File: src/rtl/cpu_types_pkg.sv
// Shared CPU/memory-control types: RAM word and handshake state,
// plus the instruction-arbiter FSM state.
package cpu_types_pkg;

  typedef logic [31:0] word_t;

  typedef enum logic [1:0] {
    FREE   = 2'd0,
    BUSY   = 2'd1,
    ACCESS = 2'd2,
    ERROR  = 2'd3
  } ramstate_t;

  typedef enum logic {
    IDLE  = 1'b0,
    FETCH = 1'b1
  } imem_arb_state_t;

endpackage

File: src/rtl/rr_picker.sv
// Combinational rotate-priority search: first requester found starting at
// last+1, wrapping modulo CPUS.
module rr_picker #(
  parameter int CPUS = 2,
  localparam int GW = (CPUS > 1) ? $clog2(CPUS) : 1
) (
  input  logic [CPUS-1:0] req,
  input  logic [GW-1:0]   last,
  output logic [GW-1:0]   gnt_idx,
  output logic            gnt_valid
);

  localparam logic [GW:0] CPUS_W = (GW+1)'(CPUS);

  logic [GW:0]       base;
  logic [GW:0]       sum;
  logic [GW-1:0]     off;
  logic [2*CPUS-1:0] doubled;
  logic [CPUS-1:0]   rotated;

  always_comb begin
    base = {1'b0, last} + (GW+1)'(1);
    if (base >= CPUS_W) begin
      base = '0;
    end
    // rotated[j] corresponds to core (base + j) mod CPUS
    doubled = {req, req};
    rotated = CPUS'(doubled >> base);
    off = '0;
    for (int j = CPUS - 1; j >= 0; j--) begin
      if (rotated[j]) begin
        off = GW'(j);
      end
    end
    sum = base + {1'b0, off};
    if (sum >= CPUS_W) begin
      sum = sum - CPUS_W;
    end
    gnt_idx   = sum[GW-1:0];
    gnt_valid = |req;
  end

endmodule

File: src/rtl/imem_arbiter.sv
// Instruction-side RAM responder: round-robin among icaches, one-word reads,
// single-cycle iwait release when the word is on iload.
module imem_arbiter
  import cpu_types_pkg::*;
#(
  parameter int CPUS = 2
) (
  input  logic                 CLK,
  input  logic                 RST,
  input  logic [CPUS-1:0]      iREN,
  input  word_t [CPUS-1:0]     iaddr,
  output logic [CPUS-1:0]      iwait,
  output word_t [CPUS-1:0]     iload,
  input  logic                 dbusy,
  output logic                 ramREN,
  output word_t                ramaddr,
  input  word_t                ramload,
  input  ramstate_t            ramstate,
  output logic                 ramerr
);

  localparam int GW = (CPUS > 1) ? $clog2(CPUS) : 1;

  imem_arb_state_t state, state_next;
  logic [GW-1:0]   grant, grant_next;
  logic [GW-1:0]   last, last_next;
  word_t           addr_q, addr_next;
  logic            ramerr_next;

  logic [GW-1:0]   pick_idx;
  logic            pick_valid;
  logic            redirect;
  logic            deliver;

  rr_picker #(
    .CPUS (CPUS)
  ) u_picker (
    .req       (iREN),
    .last      (last),
    .gnt_idx   (pick_idx),
    .gnt_valid (pick_valid)
  );

  always_ff @(posedge CLK or posedge RST) begin
    if (RST) begin
      state  <= IDLE;
      grant  <= '0;
      last   <= GW'(CPUS - 1);
      addr_q <= '0;
      ramerr <= 1'b0;
    end else begin
      state  <= state_next;
      grant  <= grant_next;
      last   <= last_next;
      addr_q <= addr_next;
      ramerr <= ramerr_next;
    end
  end

  always_comb begin
    state_next  = state;
    grant_next  = grant;
    last_next   = last;
    addr_next   = addr_q;
    ramerr_next = ramerr;
    deliver     = 1'b0;
    // A core that dropped its request or moved its PC no longer wants this word
    redirect    = !iREN[grant] || (iaddr[grant] != addr_q);

    case (state)
      IDLE: begin
        if (!dbusy && pick_valid) begin
          grant_next = pick_idx;
          addr_next  = iaddr[pick_idx];
          state_next = FETCH;
        end
      end
      FETCH: begin
        if (redirect) begin
          state_next = IDLE;
        end else if (ramstate == ACCESS) begin
          deliver    = 1'b1;
          last_next  = grant;
          state_next = IDLE;
        end else if (ramstate == ERROR) begin
          ramerr_next = 1'b1;
        end
      end
      default: begin
        state_next = IDLE;
      end
    endcase
  end

  assign ramREN  = (state == FETCH);
  assign ramaddr = ramREN ? addr_q : '0;

  generate
    for (genvar gi = 0; gi < CPUS; gi++) begin : g_core
      assign iwait[gi] = !(deliver && (grant == GW'(gi)));
      assign iload[gi] = (ramREN && (grant == GW'(gi))) ? ramload : '0;
    end
  endgenerate

endmodule

File: config.mk
export PLATFORM = sky130hd
export DESIGN_NAME = imem_arbiter
export DESIGN_NICKNAME = d
export VERILOG_FILES = /design/src/rtl/cpu_types_pkg.sv /design/src/rtl/rr_picker.sv /design/src/rtl/imem_arbiter.sv
export SDC_FILE = /design/constraint.sdc
export NUM_CORES = 1
export LEC_CHECK = 0
export CAP_MARGIN = 20
export CORE_ASPECT_RATIO = 0.7
export CORE_MARGIN = 3
export CORE_UTILIZATION = 33
export DETAILED_ROUTE_END_ITERATION = 12
export PLACE_DENSITY_LB_ADDON = 0.25
export SYNTH_ARGS = -nofsm -noshare
export SYNTH_HDL_FRONTEND = slang
export SYNTH_SLANG_ARGS = --single-unit
File: constraint.sdc
create_clock -name CLK -period 2.46 [get_ports CLK]
set_clock_uncertainty 0.05 [all_clocks]
set_input_delay 0.738 -clock CLK [delete_from_list [all_inputs] [get_ports CLK]]
set_output_delay 0.738 -clock CLK [all_outputs]
set_load 0.01 [all_outputs]
==> results.sh <==
export IMPL_syn_area_sq_um=3038
export IMPL_design_die_area_sq_um=10410
export IMPL_irDropWorstVdd_uv=308.6
export IMPL_rows=28
export IMPL_die_width_microns=120.7
export IMPL_synth_top_area_cell="dfrtp_1"
export IMPL_grt_pass1_wl_microns=18570
export IMPL_p_leak_nw=2.903
export IMPL_vias=3528
export IMPL_clkLatencyLatePin_ns=0.27
export IMPL_route_detailed_drc=0
export IMPL_synth_top_cell_area_share=0.2883
export IMPL_critPathMaxStageDelay_ns=0.32
export IMPL_cts_root_buffer="clkbuf_16"
export IMPL_grt_antenna_before_repair=0
export IMPL_final_common_cell="clkdlybuf4s50_1"
export IMPL_hpwl_microns=9137
export IMPL_grt_overflow=0
export IMPL_timing_final_crit_share=1.251
export IMPL_power_density_nw_per_um2=465.2
export IMPL_finalNonFillerCells=731
export IMPL_final_cell_mix="76 x clkdlybuf4s50_1, 63 x and2_1, 58 x buf_4, 52 x mux2i_1, 49 x dlygate4sd2_1"
export IMPL_violations="setup timing"
export IMPL_max_slew_margin_rel=0.6887
export IMPL_postCtsHoldBufs=0
export IMPL_setup_ws_ns=-0.6179
export IMPL_rsz0062_at_grt="true"
export IMPL_clk_pin_slew_ns=0.05
export IMPL_crit_chain="dlygate4sd2_1, mux2i_2, xnor2_1, nor4_2, nand4_1, buf_4, nor2_4, nand4b_1, buf_2"
export IMPL_maxCapViolCount=0
export IMPL_max_freq_mhz=324.9
export IMPL_fp_dieH_microns=86.28
export IMPL_hold_class="reg2reg"
export IMPL_finalMaxSlewViolations=0
export IMPL_setup_viol=35
export IMPL_synth_cell_types=36
export IMPL_seq_area_sq_um=903.4
export IMPL_cts_buffers=5
export IMPL_startpoint_type="input pin"
export IMPL_synth_top_family_by_area="simple AND/OR/NAND/NOR gates"
export IMPL_synth_seq_area_share=0.2970
export IMPL_synth_compound_area_frac=0.08855
export IMPL_clock_path_buffers=2
export IMPL_synthTopCellsByArea="dfrtp_1 29%, mux2i_1 21%, and2_1 13%"
export IMPL_htree_levels=2
export IMPL_synth_seq_cells=36
export IMPL_hold_viol=0
export IMPL_path_class="in2out"
export IMPL_io_pins=203
export IMPL_drt_iter0_drc=173
export IMPL_viasPerCell=4.826
export IMPL_yosysWarnings=0
export IMPL_postSynthCellCount=356
export IMPL_place_inst=702
export IMPL_start_util=0.3497
export IMPL_synth_xor_area_share=0.07208
export IMPL_grt_use_total=0.2206
export IMPL_diodes=0
export IMPL_critPathMaxFanout=2
export IMPL_p_total_w=0.002744
export IMPL_cp_data_arrival_time_ns=2.29
export IMPL_grt_pass1_vias=3548
export IMPL_synth_fa_ha_area_frac=0
export IMPL_drive_gt1_frac=0.2684
export IMPL_avgSynthCellArea_sq_um=8.533
export IMPL_status="complete, but fails checks"
export IMPL_port_buffers=202
export IMPL_gp_congestion=0.7933
export IMPL_multi_input_area_sq_um=2175
export IMPL_final_fill_count=735
export IMPL_period_needed_ns=3.078
export IMPL_grt_max_degree=37
export IMPL_tightest_slew_ns=0.4670
export IMPL_nNetsFinal=713
export IMPL_syn_num_nets=459
export IMPL_drt_pass1_iter_count=5
export IMPL_cts_sinks=36
export IMPL_muxShareOfSynthArea=0.2113
export IMPL_wl_microns=12280
export IMPL_cts_tree="built"
export IMPL_cp_slowest_cell="nor4_2"
export IMPL_cp_required_ns=1.67
export IMPL_core_sq_um=8688
export IMPL_end_kind="output port"
export IMPL_ant_nets=0
export IMPL_area_delta_synth_final_pct=94.15
export IMPL_synth_simple_gate_area_frac=0.2838
export IMPL_wl_per_cell_microns=16.80
## repair_timing
action,CTS,global route
resized for setup,257,67
buffers inserted,8,10
setup endpoints to repair,84,60
pin swaps,31,12
cloned,2,1
## area by class of cell
class,instances,area share
multi-input cells,289,0.3687
clock buffers,7,0.02418
inverters,3,0.001909
clock inverters,1,0.001273
flip-flops and latches,36,0.1532
repair buffers,275,0.4253
well taps,120,0.02546
## cell families after synthesis
logic type	after synthesis
and+or+nand+nor	153
muxes	64
AOI/OAI and AO/OA	47
DFF	36
buffers and inverters	31
xor gates and xnor gates	25
## synthesized netlist by cell type, drive strengths merged
library cell   n
o2111ai        1
a31o           1
and3          32
nand3          1
nor2           3
nand4b         1
clkbuf        24
xnor2         20
nand2b         1
nor2b          2
inv            3
mux2           1
nand4          2
dfstp          1
buf            4
a21bo          1
nor4           7
a21oi          2
o2bb2ai        1
o211ai         2
o32ai          1
o21ai         34
a22oi          1
or4            1
xor2           5
dfrtp         35
nand2         38
nor3           1
o22ai          2
and2          64
a221oi         1
mux2i         63
## worst paths after layout
check / startpoint / end / slack, ns / depth (start not counted)
min in group asynchronous: RST / addr_q[23] / 0.82 / 3
min: ramerr / ramerr / 0.42 / 1
max reg2reg: grant / last / -0.01 / 10
max in group asynchronous: RST / last / 1.19 / 3
max: iaddr[39] / iwait[0] / -0.62 / 9
min reg2reg: ramerr / ramerr / 0.42 / 1
## routing by layer
layer | up-vias | track usage | wire length [microns] | share of wire
li1 | 1748 | - | - | -
met1 | 1646 | 0.2886 | 5362 | 0.44
met2 | 121 | 0.3776 | 6100 | 0.50
met3 | 13 | 0.05479 | 722 | 0.059
met4 | 0 | 0.03807 | 97 | 0.0079
met5 | - | 0 | 0 | 0
## worst max-delay path: cells and delay by family
| kind | cells | cell delay [ns] |
|---|---|---|
| buffers and inverters | 3 | 0.59 |
| XOR/XNOR | 1 | 0.11 |
| multiplexers | 1 | 0.19 |
| AND/OR/NAND/NOR | 4 | 0.67 |
## flip-flops by register name, indices dropped and copies added, names as in the netlist
name / flops
ramREN: 1
ramerr: 1
last: 1
grant: 1
addr_q: 32
## per-stage QoR
stage                     hold slack, ns  instance area [sq um]  setup WS [ns]  TNS [ns]  utilization
after CTS                         0.4222                   5702        -0.6204    -7.017       0.6563
final                             0.4231                   5898        -0.6179    -11.49       0.6789
after global placement            0.4027                   5554         -1.287    -20.14       0.6393
after detailed placement          0.4105                   5554         -1.330    -20.53       0.6393
after global routing              0.4628                   5898        -0.6924    -14.49       0.6789
after floorplan                   0.4326                   3044       -0.02846  -0.05507            -
## power breakdown
part,internal [W],switching [W]
Sequential,0.000689,0.0000788
Clock,0.000403,0.000239
Combinational,0.000751,0.000583
Total,0.00184,0.000901
Power figures use the tool's default switching activity.
